--- config.mk ---
export PLATFORM = sky130hd
export DESIGN_NAME = css_syndrome_sequencer
export DESIGN_NICKNAME = d
export VERILOG_FILES = /design/src/rtl/css_syndrome_sequencer.sv
export SDC_FILE = /design/constraint.sdc
export NUM_CORES = 1
export LEC_CHECK = 0
export ABC_AREA = 1
export CORE_MARGIN = 1
export CORE_UTILIZATION = 50
export CTS_CLUSTER_SIZE = 12
export DETAILED_ROUTE_END_ITERATION = 7
export PLACE_DENSITY = 0.87
export SLEW_MARGIN = 20
export SYNTH_ARGS = -nofsm -noshare
export SYNTH_HDL_FRONTEND = slang
export SYNTH_SLANG_ARGS = --single-unit
--- constraint.sdc ---
create_clock -name CLK -period 3.7 [get_ports CLK]
set_input_delay 0.74 -clock CLK [delete_from_list [all_inputs] [get_ports CLK]]
set_output_delay 0.74 -clock CLK [all_outputs]
set_load 0.02 [all_outputs]
--- src/rtl/css_syndrome_sequencer.sv ---
// css_syndrome_sequencer: schedules 5-qubit-code syndrome decoding rounds.
// Optional per-axis statistics are enabled by defining CSS_FB_AXIS_STATS_EN.
module css_syndrome_sequencer #(
  parameter int SETTLE_CYCLES   = 2,
  parameter int CNT_W           = 16,
  parameter int CAPTURE_TIMEOUT = 6
) (
  input  logic             CLK,
  input  logic             RST,
  input  logic             syn_valid,
  output logic             syn_ready,
  input  logic [3:0]       syn_data,
  output logic [3:0]       lut_ancilla,
  input  logic [4:0]       lut_correction,
  input  logic [1:0]       lut_axis,
  output logic             cmd_valid,
  input  logic             cmd_ready,
  output logic [4:0]       cmd_qubit,
  output logic [1:0]       cmd_axis,
  output logic             round_done,
  output logic             fault,
  output logic [CNT_W-1:0] round_count,
  output logic [CNT_W-1:0] corr_count
`ifdef CSS_FB_AXIS_STATS_EN
  ,
  output logic [CNT_W-1:0] x_count,
  output logic [CNT_W-1:0] y_count,
  output logic [CNT_W-1:0] z_count,
  output logic [3:0]       last_syndrome
`endif
);

  localparam int SW =
    (SETTLE_CYCLES > 1) ? $clog2(SETTLE_CYCLES) : 1;
  localparam int TW =
    (CAPTURE_TIMEOUT > 1) ? $clog2(CAPTURE_TIMEOUT) : 1;

  typedef enum logic [2:0] {
    IDLE,
    SETTLE,
    CAPTURE,
    DECIDE,
    ISSUE
  } state_t;

  state_t        state;
  state_t        state_n;
  logic [SW-1:0] settle_cnt;
  logic [TW-1:0] cap_cnt;
  logic [2:0]    flags;
  logic [2:0]    flags_n;
  logic [2:0]    hit;
  logic [2:0]    nz;
  logic [4:0]    cap_x;
  logic [4:0]    cap_y;
  logic [4:0]    cap_z;
  logic [4:0]    q_n;
  logic [1:0]    ax_n;
  logic          accept;
  logic          load_cmd;
  logic          set_fault;
  logic          hs;
  logic          end_round;

  assign syn_ready = (state == IDLE);
  assign cmd_valid = (state == ISSUE);
  assign nz        = {|cap_z, |cap_y, |cap_x};

  always_comb begin
    hit = 3'b000;
    case (lut_axis)
      2'b01:   hit = 3'b001;
      2'b10:   hit = 3'b010;
      2'b11:   hit = 3'b100;
      default: hit = 3'b000;
    endcase
  end

  always_comb begin
    state_n   = state;
    accept    = 1'b0;
    load_cmd  = 1'b0;
    q_n       = cap_x;
    ax_n      = 2'b01;
    set_fault = 1'b0;
    hs        = 1'b0;
    end_round = 1'b0;
    flags_n   = flags | hit;
    unique case (state)
      IDLE: begin
        if (syn_valid) begin
          accept  = 1'b1;
          state_n = SETTLE;
        end
      end
      SETTLE: begin
        if (settle_cnt == '0) state_n = CAPTURE;
      end
      CAPTURE: begin
        if (&flags_n) begin
          state_n = DECIDE;
        end else if (cap_cnt == TW'(CAPTURE_TIMEOUT - 1)) begin
          set_fault = 1'b1;
          end_round = 1'b1;
          state_n   = IDLE;
        end
      end
      DECIDE: begin
        state_n   = IDLE;
        end_round = 1'b1;
        unique case (nz)
          3'b001: load_cmd = 1'b1;
          3'b010: begin
            q_n      = cap_y;
            ax_n     = 2'b10;
            load_cmd = 1'b1;
          end
          3'b100: begin
            q_n      = cap_z;
            ax_n     = 2'b11;
            load_cmd = 1'b1;
          end
          3'b000:  set_fault = (lut_ancilla != 4'd0);
          default: set_fault = 1'b1;
        endcase
        if (load_cmd) begin
          state_n   = ISSUE;
          end_round = 1'b0;
        end
      end
      ISSUE: begin
        if (cmd_ready) begin
          hs        = 1'b1;
          end_round = 1'b1;
          state_n   = IDLE;
        end
      end
      default: state_n = IDLE;
    endcase
  end

  always_ff @(posedge CLK) begin
    if (RST) state <= IDLE;
    else     state <= state_n;
  end

  always_ff @(posedge CLK) begin
    if (RST) begin
      lut_ancilla <= '0;
      cmd_qubit   <= '0;
      cmd_axis    <= '0;
      round_done  <= 1'b0;
      fault       <= 1'b0;
      round_count <= '0;
      corr_count  <= '0;
      settle_cnt  <= '0;
      cap_cnt     <= '0;
      flags       <= '0;
      cap_x       <= '0;
      cap_y       <= '0;
      cap_z       <= '0;
    end else begin
      round_done <= end_round;
      if (accept) begin
        lut_ancilla <= syn_data;
        round_count <= round_count + CNT_W'(1);
        settle_cnt  <= SW'(SETTLE_CYCLES - 1);
        cap_cnt     <= '0;
        flags       <= '0;
        cap_x       <= '0;
        cap_y       <= '0;
        cap_z       <= '0;
      end
      if (state == SETTLE && settle_cnt != '0)
        settle_cnt <= settle_cnt - SW'(1);
      // syndrome is held, so a repeated axis rewrites the same value
      if (state == CAPTURE) begin
        flags   <= flags_n;
        cap_cnt <= cap_cnt + TW'(1);
        if (hit[0]) cap_x <= lut_correction;
        if (hit[1]) cap_y <= lut_correction;
        if (hit[2]) cap_z <= lut_correction;
      end
      if (load_cmd) begin
        cmd_qubit <= q_n;
        cmd_axis  <= ax_n;
      end
      if (set_fault) fault <= 1'b1;
      if (hs) corr_count <= corr_count + CNT_W'(1);
    end
  end

`ifdef CSS_FB_AXIS_STATS_EN
  always_ff @(posedge CLK) begin
    if (RST) begin
      x_count       <= '0;
      y_count       <= '0;
      z_count       <= '0;
      last_syndrome <= '0;
    end else begin
      if (accept) last_syndrome <= syn_data;
      if (hs) begin
        if (cmd_axis == 2'b01) x_count <= x_count + CNT_W'(1);
        if (cmd_axis == 2'b10) y_count <= y_count + CNT_W'(1);
        if (cmd_axis == 2'b11) z_count <= z_count + CNT_W'(1);
      end
    end
  end
`endif

endmodule

After elaboration in Yosys (flattened, before gate mapping) --
Index checks and enable logic that the tools add are counted.
Storage, ports and cells: register bits after elaboration 70, output and inout bits 47
Cells by class: multiplexer cells 39, bitwise operators 1, equality and inequality tests 15, add/subtract/negate cells 4, reductions and logical operators 12
Operators by type and width (count):
- 2-to-1 mux 5 bit | 10
- adder 16 x 1 -> 16 bit (second input constant) | 2
- 2-to-1 mux 3 bit | 9
- one-hot mux 3 bit (5 select lines) | 1
- OR reduction 5 bit | 3
- 2-to-1 mux 1 bit | 12
- one-hot mux 5 bit (2 select lines) | 1
- equality test 3 x 2 -> 1 bit (second input constant) | 3
- equality test 3 bit (second input constant) | 3
- one-hot mux 3 bit (3 select lines) | 1
- equality test 3 x 1 -> 1 bit (second input constant) | 2
- zero test 3 bit | 2
- equality test 2 bit (second input constant) | 2
- != test 2 bit (second input constant) | 2
- one-hot mux 1 bit (2 select lines) | 2
- one-hot mux 2 bit (2 select lines) | 1
- AND reduction 4 bit | 1
- nonzero test 2 bit | 2
- nonzero test 4 bit | 1
- adder 3 x 1 -> 3 bit (second input constant) | 1
- != test 3 bit (second input constant) | 1
- OR 3 bit | 1
- one-hot mux 1 bit (3 select lines) | 1
- AND reduction 3 bit | 1
- other kinds (6) | 6

Logic depth before layout (Yosys ltp) --
Gate-level depths: netlist of run 1.
depth in word-level cells 7, mapped depth 10

Worst setup path after synthesis of run 1 --
Ideal clock, no wire load.
path kind input -> register, start input port RST, end register cap_x[4], arrival time 1562 ps, stages 6, setup time 70 ps, path slack 2068 ps, path through buf_2 inv_1 clkbuf_1 buf_2 o21ai_0 a21oi_1
RTL lines:
- start, declared | line 9 | input logic RST,
- end signal, assigned | line 180 | if (hit[0]) cap_x <= lut_correction;
- end, declared | line 54 | logic [4:0] cap_x;

Worst setup path after layout of run 1 --
start register state[0], end output port cmd_valid
Between the ends: longest elaborated chain between the ends 1
Ends and longest elaborated chain:
- start, declared | line 46 | state_t state;
- start signal, assigned | line 144 | else state <= state_n;
- equality test 3 bit | line 66 | assign cmd_valid = (state == ISSUE);
- end, declared | line 16 | output logic cmd_valid,
No other way between the ends.

==> results.md, run 1 <==
* Number of synthesized flops with an enable pin at 0
* Synth Cell Area at 3353 µm²
* # DRC at 8
* Htree depth at 3
* Worst hold-check path type: flip-flop to flip-flop
* Fin cells at 617
* Status: complete, but fails checks
* Startpoint types: flip-flop
* Yosys Warn Count at 0
* Area Overhead vs Synth at 23.99%
* Core area at 6422 µm²
* Yosys top cell by area: dfxtp_1
* Share of layout cells above drive strength 1 at 0.06111
* DIE WIDTH at 83.89 µm
* Filler cells at 569
* Worst path arrival time at 1.68 ns
* DRT antenna net count at 0
* # setup viols final at 0
* Top post-synthesis cells by area: dfxtp_1 42%, nand2_1 11%, a21oi_1 8.2%
* #FFs+latches synth at 70
* Gr ovfl total at 0
* Proportion of netlist area held by the largest area contributor at 0.4179
* Vias per cell at 5.237
* Achievable clock frequency at 0.4135 GHz
* Chip height at 83.89 µm
* Pwr dens at 443.0 nW/µm²
* FFs w/ async S/R, synth at 0
* Row count at 29
* Clk_lat worst skew at 0.35 ns
* First-pass GRT wire length at 12.65 mm
* CP endpoint kind: output port
* Detailed router's first-iteration violation count at 175
* Met3 WL post-DR at 370 µm
* Port bufs at 61
* Num CTS Buffers at 9
* Final Slew Violations at 0
* Leak at 1.610 nW
* CP Data Required Time at 2.96 ns
* Hold-fix buffers, CTS at 0
* Slew headroom at 0.3436
* Initial Util at 0.5221
* Seq/Total Area, Yosys at 0.4179
* Die Area at 7038 µm²
* Minimum clock period at 2.418 ns
* Setup Fix Bufs, Post-CTS at 0
* Final net count at 556
* Top layer in use: met4
* DRT Wirelength at 7.593 mm
* Failing checks: DRC
* Largest fanout on the critical path at 3
* CP Class: flip-flop to output port
* Post-synth top flop: dfxtp_1
* Routed wire length per instance at 12.31 µm
* Fin. Hold Viols at 0
* Met2 WL at 3.539 mm
* DP Area at 4003 µm²
* Final period util at 0.6535
* Clk buf depth at 2
* Pin count of the biggest net entering global routing at 40
* CTS clk-pin slew, worst paths at 0.07 ns
* Count leader, synth: nand2_1
* Mapped Avg Cell Area at 7.030 µm²
* Gr usage total at 0.2226
* Finished Cell Area at 4158 µm²
* TritonCTS Sinks at 70
* Post-synth net total at 496
* Placed Cells at 603
* VDD IR-drop max at 0.2654 mV
* Number of global-route vias before repair at 2,843
* I/O pin total at 62
* Post-route clock skew at 0.01005 ns
* Final HPWL DP at 5.416 mm
* Fin Setup TNS at 0 ns
* Synth top cells by count: 100 x nand2_1, 70 x dfxtp_1, 61 x inv_1
* Synth cell types at 34
* Diodes inserted at 0
* Met1 wire length at 3.559 mm
* Max-Cap Viols at 0
* RSZ-0062 raised after global routing: false
* Initial antenna violation count at 0
* Worst-Margin Slew at 0.9835 ns
* DR pass1 iterations at 8
* RePlAce Congestion at 0.8736
* Post-cts gate resize count at 0
* Mapped Cells at 477
* Vias at 3,231
* CTS tree: done
* CTS root buf: clkbuf_8
[stage by stage]
stage               setup slack (ns)  power (mW)  hold slack (ns)    util
floorplan                      2.068       1.190           0.4297       -
global placement               1.148       1.315           0.4445  0.6232
detailed placement             1.151       1.331           0.4552  0.6232
CTS                            1.270       1.846           0.4665  0.6474
global route                   1.231       1.935           0.4867  0.6474
finish                         1.282       1.842           0.4672  0.6474
[where the power goes]
group	total [mW]	switching, mW	leakage (nW)	internal (mW)
clock	0.524	0.271	0.0821	0.252
sequential	0.851	0.0464	0.566	0.805
combinational	0.467	0.295	0.962	0.172
[metal layers]
| layer | global-route usage | vias to the layer above |
|---|---|---|
| li1 | - | 1678 |
| met1 | 0.2900 | 1460 |
| met2 | 0.3562 | 80 |
| met3 | 0.03759 | 13 |
| met4 | 0.1097 | 0 |
| met5 | 0 | - |
[path summary, 6_finish.rpt]
kind                          from                    end  slack (ns)  cells after the start
max          state[0]$_SDFFE_PP0P_              cmd_valid        1.28                      4
min          flags[1]$_SDFFE_PP0P_  flags[1]$_SDFFE_PP0P_        0.47                      2
max reg2reg  state[2]$_SDFFE_PP0P_    cap_z[1]$_SDFF_PP0_        2.03                      6
min reg2reg  flags[1]$_SDFFE_PP0P_  flags[1]$_SDFFE_PP0P_        0.47                      2
[sequential cells by signal (all words and copies together) (netlist names), 4 cells and up]
| register | flops |
|---|---|
| corr_count | 16 |
| round_count | 16 |
| cap_x | 5 |
| cap_y | 5 |
| cap_z | 5 |
| cmd_qubit | 5 |
| lut_ancilla | 4 |
[cells by family after synthesis]
| logic type | after synthesis | synth area share |
|---|---|---|
| fa+ha+maj | 4 | 0.01493 |
| compound gates | 104 | 0.1638 |
| xor+xnor | 5 | 0.01306 |
| buf+inv | 78 | 0.09328 |
| flops | 70 | 0.4179 |
| simple gates | 216 | 0.2970 |
[cells in the final DEF (no fill, tap or decap), types with 6 or more instances in the layout]
master and count:
clkdlybuf4s50_1 61, nor2_1 47, nand2_1 100, nand3_1 30, nor2_4 6, nand4_1 10
inv_1 61, nor3_1 8, a21oi_1 55, a211oi_1 7, o21ai_0 36, dfxtp_1 70
clkbuf_8 10
[layout make-up]
class,instances,area [µm²],share of cell area
Multi-Input combinational cell,329,1639,0.3942
Sequential cell,70,1401,0.3370
Timing Repair Buffer,63,625.6,0.1505
Inverter,64,240.2,0.05778
Clock buffer,12,145.1,0.03491
Tap cell,77,96.34,0.02317
Clock inverter,2,10.01,0.002407
[critical path, stage by stage, from the launching register on]
cell             delay [ns]
dfxtp_1                0.37
nor2_4                 0.16
nand2_2                0.10
inv_2                  0.09
clkdlybuf4s50_1        0.61
(Power assumes the default switching activity.)
==> inputs of run 2 (changes only) <==
==> constraint.sdc (replaced) <==
create_clock -name CLK -period 2.35 [get_ports CLK]
set_input_delay 0.47 -clock CLK [delete_from_list [all_inputs] [get_ports CLK]]
set_output_delay 0.47 -clock CLK [all_outputs]
set_load 0.02 [all_outputs]
==> run 2 against run 1 <==
- the run still ends with DRC left
- wire length is 6.9% higher
- clock-buffer cell count is the same
- sequential cell count did not move
- largest cell class unchanged
- power up 67%
- non-clock buffer count up 2
- global-route usage increased by 2.0 points
- via count grew 3.3%
- sequential power grew 59%
- combinational power increased by 60%
- register-to-register slack lost 1.4 ns
==> results.md, run 2 (same netlist as run 1, synthesis figures left out) <==
* CP endpoint kind: output port (unchanged)
* TritonCTS Sinks at 70 (unchanged)
* Initial Util at 0.5221 (unchanged)
* Largest registers: corr_count (16), round_count (16) (unchanged)
* DRT Wirelength at 8.120 mm (was 7.593 mm)
* Pin count of the biggest net entering global routing at 29 (was 40)
* Chip height at 83.89 µm (unchanged)
* Slew headroom at 0.6360 (was 0.3436)
* Achievable clock frequency at 0.4579 GHz
* Worst path arrival time at 1.71 ns (was 1.68 ns)
* VDD IR-drop max at 0.5095 mV (was 0.2654 mV)
* Fin cells at 621 (was 617)
* DRT antenna net count at 0 (unchanged)
* CTS clk-pin slew, worst paths at 0.07 ns (about the same)
* Routed wire length per instance at 13.08 µm (was 12.31 µm)
* Htree depth at 3 (unchanged)
* WHS Path Cells at 2 (unchanged)
* Gr usage total at 0.2429 (was 0.2226)
* Row count at 29 (unchanged)
* Vias per cell at 5.375 (was 5.237)
* Worst hold-check path type: flip-flop to flip-flop (unchanged)
* Diodes inserted at 0 (unchanged)
* Final HPWL DP at 5.801 mm (was 5.416 mm)
* Final net count at 558 (was 556)
* R2R depth at 6 (unchanged)
* Port bufs at 61 (unchanged)
* RSZ-0062 raised after global routing: false (unchanged)
* Setup Fix Bufs, Post-CTS at 0 (unchanged)
* Max-Cap Viols at 0 (unchanged)
* Most common cell after layout, fill and taps aside: nand2_1 (unchanged)
* Gr ovfl total at 0 (unchanged)
* Number of global-route vias before repair at 3,063 (was 2,843)
* # setup viols final at 0 (unchanged)
* Final period util at 0.9293
* Hold Path Origin: flags[1]$_SDFFE_PP0P_ (unchanged)
* Vias at 3,338 (was 3,231)
* Clk_lat worst skew at 0.35 ns (about the same)
* First-pass GRT wire length at 13.80 mm (was 12.65 mm)
* DR pass1 iterations at 7 (was 8)
* Placed Cells at 605 (was 603)
* Share of layout cells above drive strength 1 at 0.06985 (was 0.06111)
* Pwr dens at 729.2 nW/µm² (was 443.0 nW/µm²)
* Die Area at 7038 µm² (unchanged)
* Failing checks: DRC (unchanged)
* Hold-fix buffers, CTS at 0 (unchanged)
* Detailed router's first-iteration violation count at 353 (was 175)
* Critical Path Source: state[0]$_SDFFE_PP0P_ (unchanged)
* CP Class: flip-flop to output port (unchanged)
* I/O pin total at 62 (unchanged)
* Largest fanout on the critical path at 3 (unchanged)
* Post-route clock skew at 0.006315 ns (was 0.01005 ns)
* # DRC at 8 (unchanged)
* Area Overhead vs Synth at 25.78% (was 23.99%)
* CTS root buf: clkbuf_8 (unchanged)
* RePlAce Congestion at 0.9126 (was 0.8736)
* Startpoint types: flip-flop (unchanged)
* Fin Setup TNS at 0 ns (unchanged)
* Minimum clock period at 2.184 ns
* Final Slew Violations at 0 (unchanged)
* Leak at 1.643 nW (was 1.610 nW)
* CTS tree: done (unchanged)
* CP Data Required Time at 1.88 ns (was 2.96 ns)
* Commonest non-fill, non-tap cells in the layout: 100 x nand2_1, 70 x dfxtp_1, 61 x inv_1, 61 x clkdlybuf4s50_1, 55 x a21oi_1 (unchanged)
* Status: complete, but fails checks (unchanged)
* DIE WIDTH at 83.89 µm (unchanged)
* Post-cts gate resize count at 0 (unchanged)
* Num CTS Buffers at 9 (unchanged)
* Core area at 6422 µm² (unchanged)
* Launch point of the worst reg-to-reg path: state[2]$_SDFFE_PP0P_ (unchanged)
* Worst-Margin Slew at 0.5455 ns (was 0.9835 ns)
* Initial antenna violation count at 0 (unchanged)
* Clk buf depth at 2 (unchanged)
* Fin. Hold Viols at 0 (unchanged)
-- run 2: cell types whose count changed in the layout (fill, tap and decap cells not counted), sizes merged --
cell / change
clkinv: +1
buf: +2
bufinv: +1
-- run 2: final cells by class --
cell class	instances	area, µm²
fill	532	2205
multi-input combinational	329	1639
sequential	70	1401
timing repair buffer	65	640.6
inverter	64	240.2
clock buffer	12	155.1
tap	77	96.34
clock inverter	4	45.04
-- run 2: path summary, 6_finish.rpt --
check | endpoint | slack [ns]
max | cmd_valid | 0.17
min | flags[1]$_SDFFE_PP0P_ | 0.46
max reg2reg | cap_z[3]$_SDFF_PP0_ | 0.63
min reg2reg | flags[1]$_SDFFE_PP0P_ | 0.46
-- run 2: per-layer routing --
metal / GRT usage / up-vias / share of wire
li1: - / 1675 / -
met5: 0 / - / 0
met1: 0.3020 / 1531 / 0.45
met2: 0.4098 / 110 / 0.47
met3: 0.03363 / 22 / 0.052
met4: 0.1238 / 0 / 0.028
-- run 2: worst max-delay path, cell delays in order (launching register included) --
cell	delay, ns
dfxtp_1	0.37
nor2_4	0.17
nand2_2	0.11
inv_2	0.10
clkdlybuf4s50_1	0.62
-- run 2: per-stage QoR --
| stage | area, µm² | hold slack [ns] | power [mW] | utilization | setup slack, ns |
|---|---|---|---|---|---|
| 2_1_floorplan | 3353 | 0.4297 | 1.873 | - | 0.8523 |
| 3_5_place_dp | 4018 | 0.4542 | 2.098 | 0.6256 | 0.3619 |
| 4_1_cts | 4218 | 0.4648 | 3.070 | 0.6567 | 0.1596 |
| 5_1_grt | 4218 | 0.4799 | 3.218 | 0.6567 | 0.1165 |
| 3_3_place_gp | 4018 | 0.4535 | 2.074 | 0.6256 | 0.4210 |
| 6_report | 4218 | 0.4616 | 3.075 | 0.6567 | 0.1662 |
-- run 2: power breakdown --
part	total [mW]	internal [mW]	switching (mW)
combinational	0.746	0.274	0.472
sequential	1.35	1.27	0.0785
clock	0.984	0.543	0.441
==> inputs of run 3 (changes only) <==
--- a/config.mk
+++ b/config.mk
@@ -7,10 +7,11 @@
 export LEC_CHECK = 0
 export ABC_AREA = 1
 export CORE_MARGIN = 1
-export CORE_UTILIZATION = 50
+export CORE_UTILIZATION = 47
 export CTS_CLUSTER_SIZE = 12
 export DETAILED_ROUTE_END_ITERATION = 7
-export PLACE_DENSITY = 0.87
+export PLACE_DENSITY = 0.86
+export REMOVE_ABC_BUFFERS = 1
 export SLEW_MARGIN = 20
 export SYNTH_ARGS = -nofsm -noshare
 export SYNTH_HDL_FRONTEND = slang
==> constraint.sdc (replaced) <==
create_clock -name CLK -period 2 [get_ports CLK]
set_input_delay 0.4 -clock CLK [delete_from_list [all_inputs] [get_ports CLK]]
set_output_delay 0.4 -clock CLK [all_outputs]
set_load 0.02 [all_outputs]
==> run 3 against run 2 <==
- the run now ends clean
- core utilization down 3.2 points
- largest cell class unchanged
- power is 21% higher
- non-clock buffer count increased by 2
- highest routed layer unchanged
- wire length is 0.18% higher
- critical endpoint is now round_count[3]
- critical path depth shrank 3
- critical path type unchanged
- sequential power rose by 17%
- hold slack better by 0.0036 ns
- via count down 1.0%
- clock-buffer cell count fell by 1
==> results.md, run 3 (same netlist as run 1, synthesis figures left out) <==
* Vias at 3,303 (was 3,338)
* Hold Path End: flags[1]$_SDFFE_PP0P_ (unchanged)
* Gr usage total at 0.2239 (was 0.2429)
* # DRC at 0 (was 8)
* Port bufs at 61 (unchanged)
* RSZ-0062 raised after global routing: false (unchanged)
* Crit path max-delay cell type: clkdlybuf4s50_1 (unchanged)
* Hold-fix buffers, CTS at 0 (unchanged)
* CP Data Required Time at 1.60 ns (was 1.88 ns)
* CP max stage delay at 0.66 ns (was 0.62 ns)
* I/O pin total at 62 (unchanged)
* R2R Setup Slk at 0.29 ns (was 0.63 ns)
* DRT Wirelength at 8.135 mm (was 8.120 mm)
* Die Area at 7476 µm² (was 7038 µm²)
* Slew headroom at 0.7219 (was 0.6360)
* Placed Cells at 626 (was 605)
* Hold Path Origin: flags[1]$_SDFFE_PP0P_ (unchanged)
* Clk_lat worst skew at 0.35 ns (about the same)
* Initial antenna violation count at 0 (unchanged)
* R2R depth at 6 (unchanged)
* Pin count of the biggest net entering global routing at 32 (was 29)
* # setup viols final at 0 (unchanged)
* Chip height at 86.47 µm (was 83.89 µm)
* Row count at 30 (was 29)
* DIE WIDTH at 86.47 µm (was 83.89 µm)
* Largest fanout on the critical path at 6 (was 3)
* Clk buf depth at 2 (unchanged)
* Final net count at 560 (was 558)
* Final period util at 0.9276
* Pwr dens at 870.1 nW/µm² (was 729.2 nW/µm²)
* Switching Share at 0.3233 (was 0.3226)
* CTS clk-pin slew, worst paths at 0.08 ns (was 0.07 ns)
* Largest registers: corr_count (16), round_count (16) (unchanged)
* Filler cells at 607 (was 532)
* CP Class: flip-flop to output port (unchanged)
* Final HPWL DP at 5.804 mm (was 5.801 mm)
* Critical R2R Capture: cap_x[1]$_SDFF_PP0_ (was cap_z[3]$_SDFF_PP0_)
* Gr ovfl total at 0 (unchanged)
* CP Buf/Inv Count at 1 (was 2)
* Critical Path Source: round_count[3]$_SDFFE_PP0P_ (was state[0]$_SDFFE_PP0P_)
* Sequential share of power at 0.425 (was 0.437)
* Fin. Hold Viols at 0 (unchanged)
* Status: completed (was complete, but fails checks)
* Max-Cap Viols at 0 (unchanged)
* Fin Setup TNS at 0 ns (unchanged)
* Routed wire length per instance at 12.67 µm (was 13.08 µm)
* Htree depth at 3 (unchanged)
* NetSw at 1.201 mW (was 992.2 µW)
* Cell family with most CP delay: buffers and inverters (unchanged)
* Core area at 6832 µm² (was 6422 µm²)
* Initial Util at 0.4908 (was 0.5221)
* Fin cells at 642 (was 621)
* Minimum clock period at 1.855 ns
* CTS tree: done (unchanged)
* RePlAce Congestion at 0.8857 (was 0.9126)
* Worst-Margin Slew at 0.4159 ns (was 0.5455 ns)
* Most common cell after layout, fill and taps aside: nand2_1 (unchanged)
* Diodes inserted at 0 (unchanged)
* TritonCTS Sinks at 70 (unchanged)
* Share of layout cells above drive strength 1 at 0.07143 (was 0.06985)
* DR pass1 iterations at 4 (was 7)
* First-pass GRT wire length at 13.18 mm (was 13.80 mm)
* Achievable clock frequency at 0.5390 GHz
* CP Cell Sequence: clkdlybuf4s50_1 (was nor2_4 -> nand2_2 -> inv_2 -> clkdlybuf4s50_1)
* CTS root buf: clkbuf_8 (unchanged)
* Worst hold-check path type: flip-flop to flip-flop (unchanged)
* Number of global-route vias before repair at 3,003 (was 3,063)
* Area Overhead vs Synth at 27.31% (was 25.78%)
* Combinational fraction of design power at 0.238 (was 0.243)
* Launch point of the worst reg-to-reg path: state[2]$_SDFFE_PP0P_ (unchanged)
* CP endpoint kind: output port (unchanged)
* Worst path arrival time at 1.46 ns (was 1.71 ns)
* Vias per cell at 5.145 (was 5.375)
* Internal at 2.514 mW (was 2.083 mW)
* Post-route clock skew at 0.007854 ns (was 0.006315 ns)
* Commonest non-fill, non-tap cells in the layout: 100 x nand2_1, 70 x dfxtp_1, 61 x inv_1 (was 100 x nand2_1, 70 x dfxtp_1, 61 x inv_1, 61 x clkdlybuf4s50_1, 55 x a21oi_1)
* VDD IR-drop max at 0.5386 mV (was 0.5095 mV)
* Leak at 1.652 nW (was 1.643 nW)
* WHS Path Cells at 2 (unchanged)
* Num CTS Buffers at 9 (unchanged)
* Final Slew Violations at 0 (unchanged)
* DRT antenna net count at 0 (unchanged)
* Startpoint types: flip-flop (unchanged)
* Detailed router's first-iteration violation count at 184 (was 353)
* Clock power share at 0.337 (was 0.320)
[run 3: metrics by stage]
stage	instance area (µm²)	power [mW]	utilization	hold WS (ns)	setup WS (ns)
floorplan	3281	2.162	-	0.4297	0.3146
global placement	4056	2.454	0.5938	0.4487	0.1504
detailed placement	4056	2.487	0.5938	0.4548	0.09404
CTS	4269	3.711	0.6249	0.4657	0.1470
global route	4269	3.894	0.6249	0.4922	0.08339
finish	4269	3.715	0.6249	0.4652	0.1448
[run 3: layout make-up]
type	instances	area (µm²)	area share
tap	96	120.1	0.02814
clock buffer	11	131.4	0.03077
sequential	70	1401	0.3283
timing repair buffer	67	653.1	0.1530
multi-input combinational	329	1639	0.3839
clock inverter	5	83.83	0.01964
inverter	64	240.2	0.05627
[run 3: worst max-delay path by stage]
stage	depth (start not counted)	slack, ns	end
after detailed placement	8	0.09	round_count[9]$_SDFFE_PP0P_
after global routing	1	0.08	round_count[3]
after floorplan	8	0.31	round_count[13]$_SDFFE_PP0P_
after global placement	8	0.15	round_count[13]$_SDFFE_PP0P_
final	1	0.14	round_count[3]
after CTS	1	0.15	round_count[3]
[run 3: timing repair]
| action | CTS | global route |
|---|---|---|
| buffers inserted | 0 | 0 |
| resized for setup | 2 | 0 |
| setup endpoints to repair | 2 | 0 |
[run 3: tightest hold or removal path, cell delays in order (launching register included)]
cell and delay (ns):
dfxtp_1 0.30, inv_1 0.06, a21oi_1 0.06
[run 3: routing by layer]
metal  share of wire  GRT usage
met1            0.44     0.2687
met4           0.019     0.1076
met5               0          0
met3           0.045    0.04381
met2            0.49     0.3846
[run 3: power groups by stage]
| stage | clock network [mW] | registers [mW] | logic (mW) |
|---|---|---|---|
| floorplan | 0 | 1.64 | 0.522 |
| global placement | 0 | 1.60 | 0.853 |
| detailed placement | 0 | 1.61 | 0.878 |
| CTS | 1.26 | 1.58 | 0.877 |
| global route | 1.33 | 1.59 | 0.969 |
| finish | 1.25 | 1.58 | 0.885 |
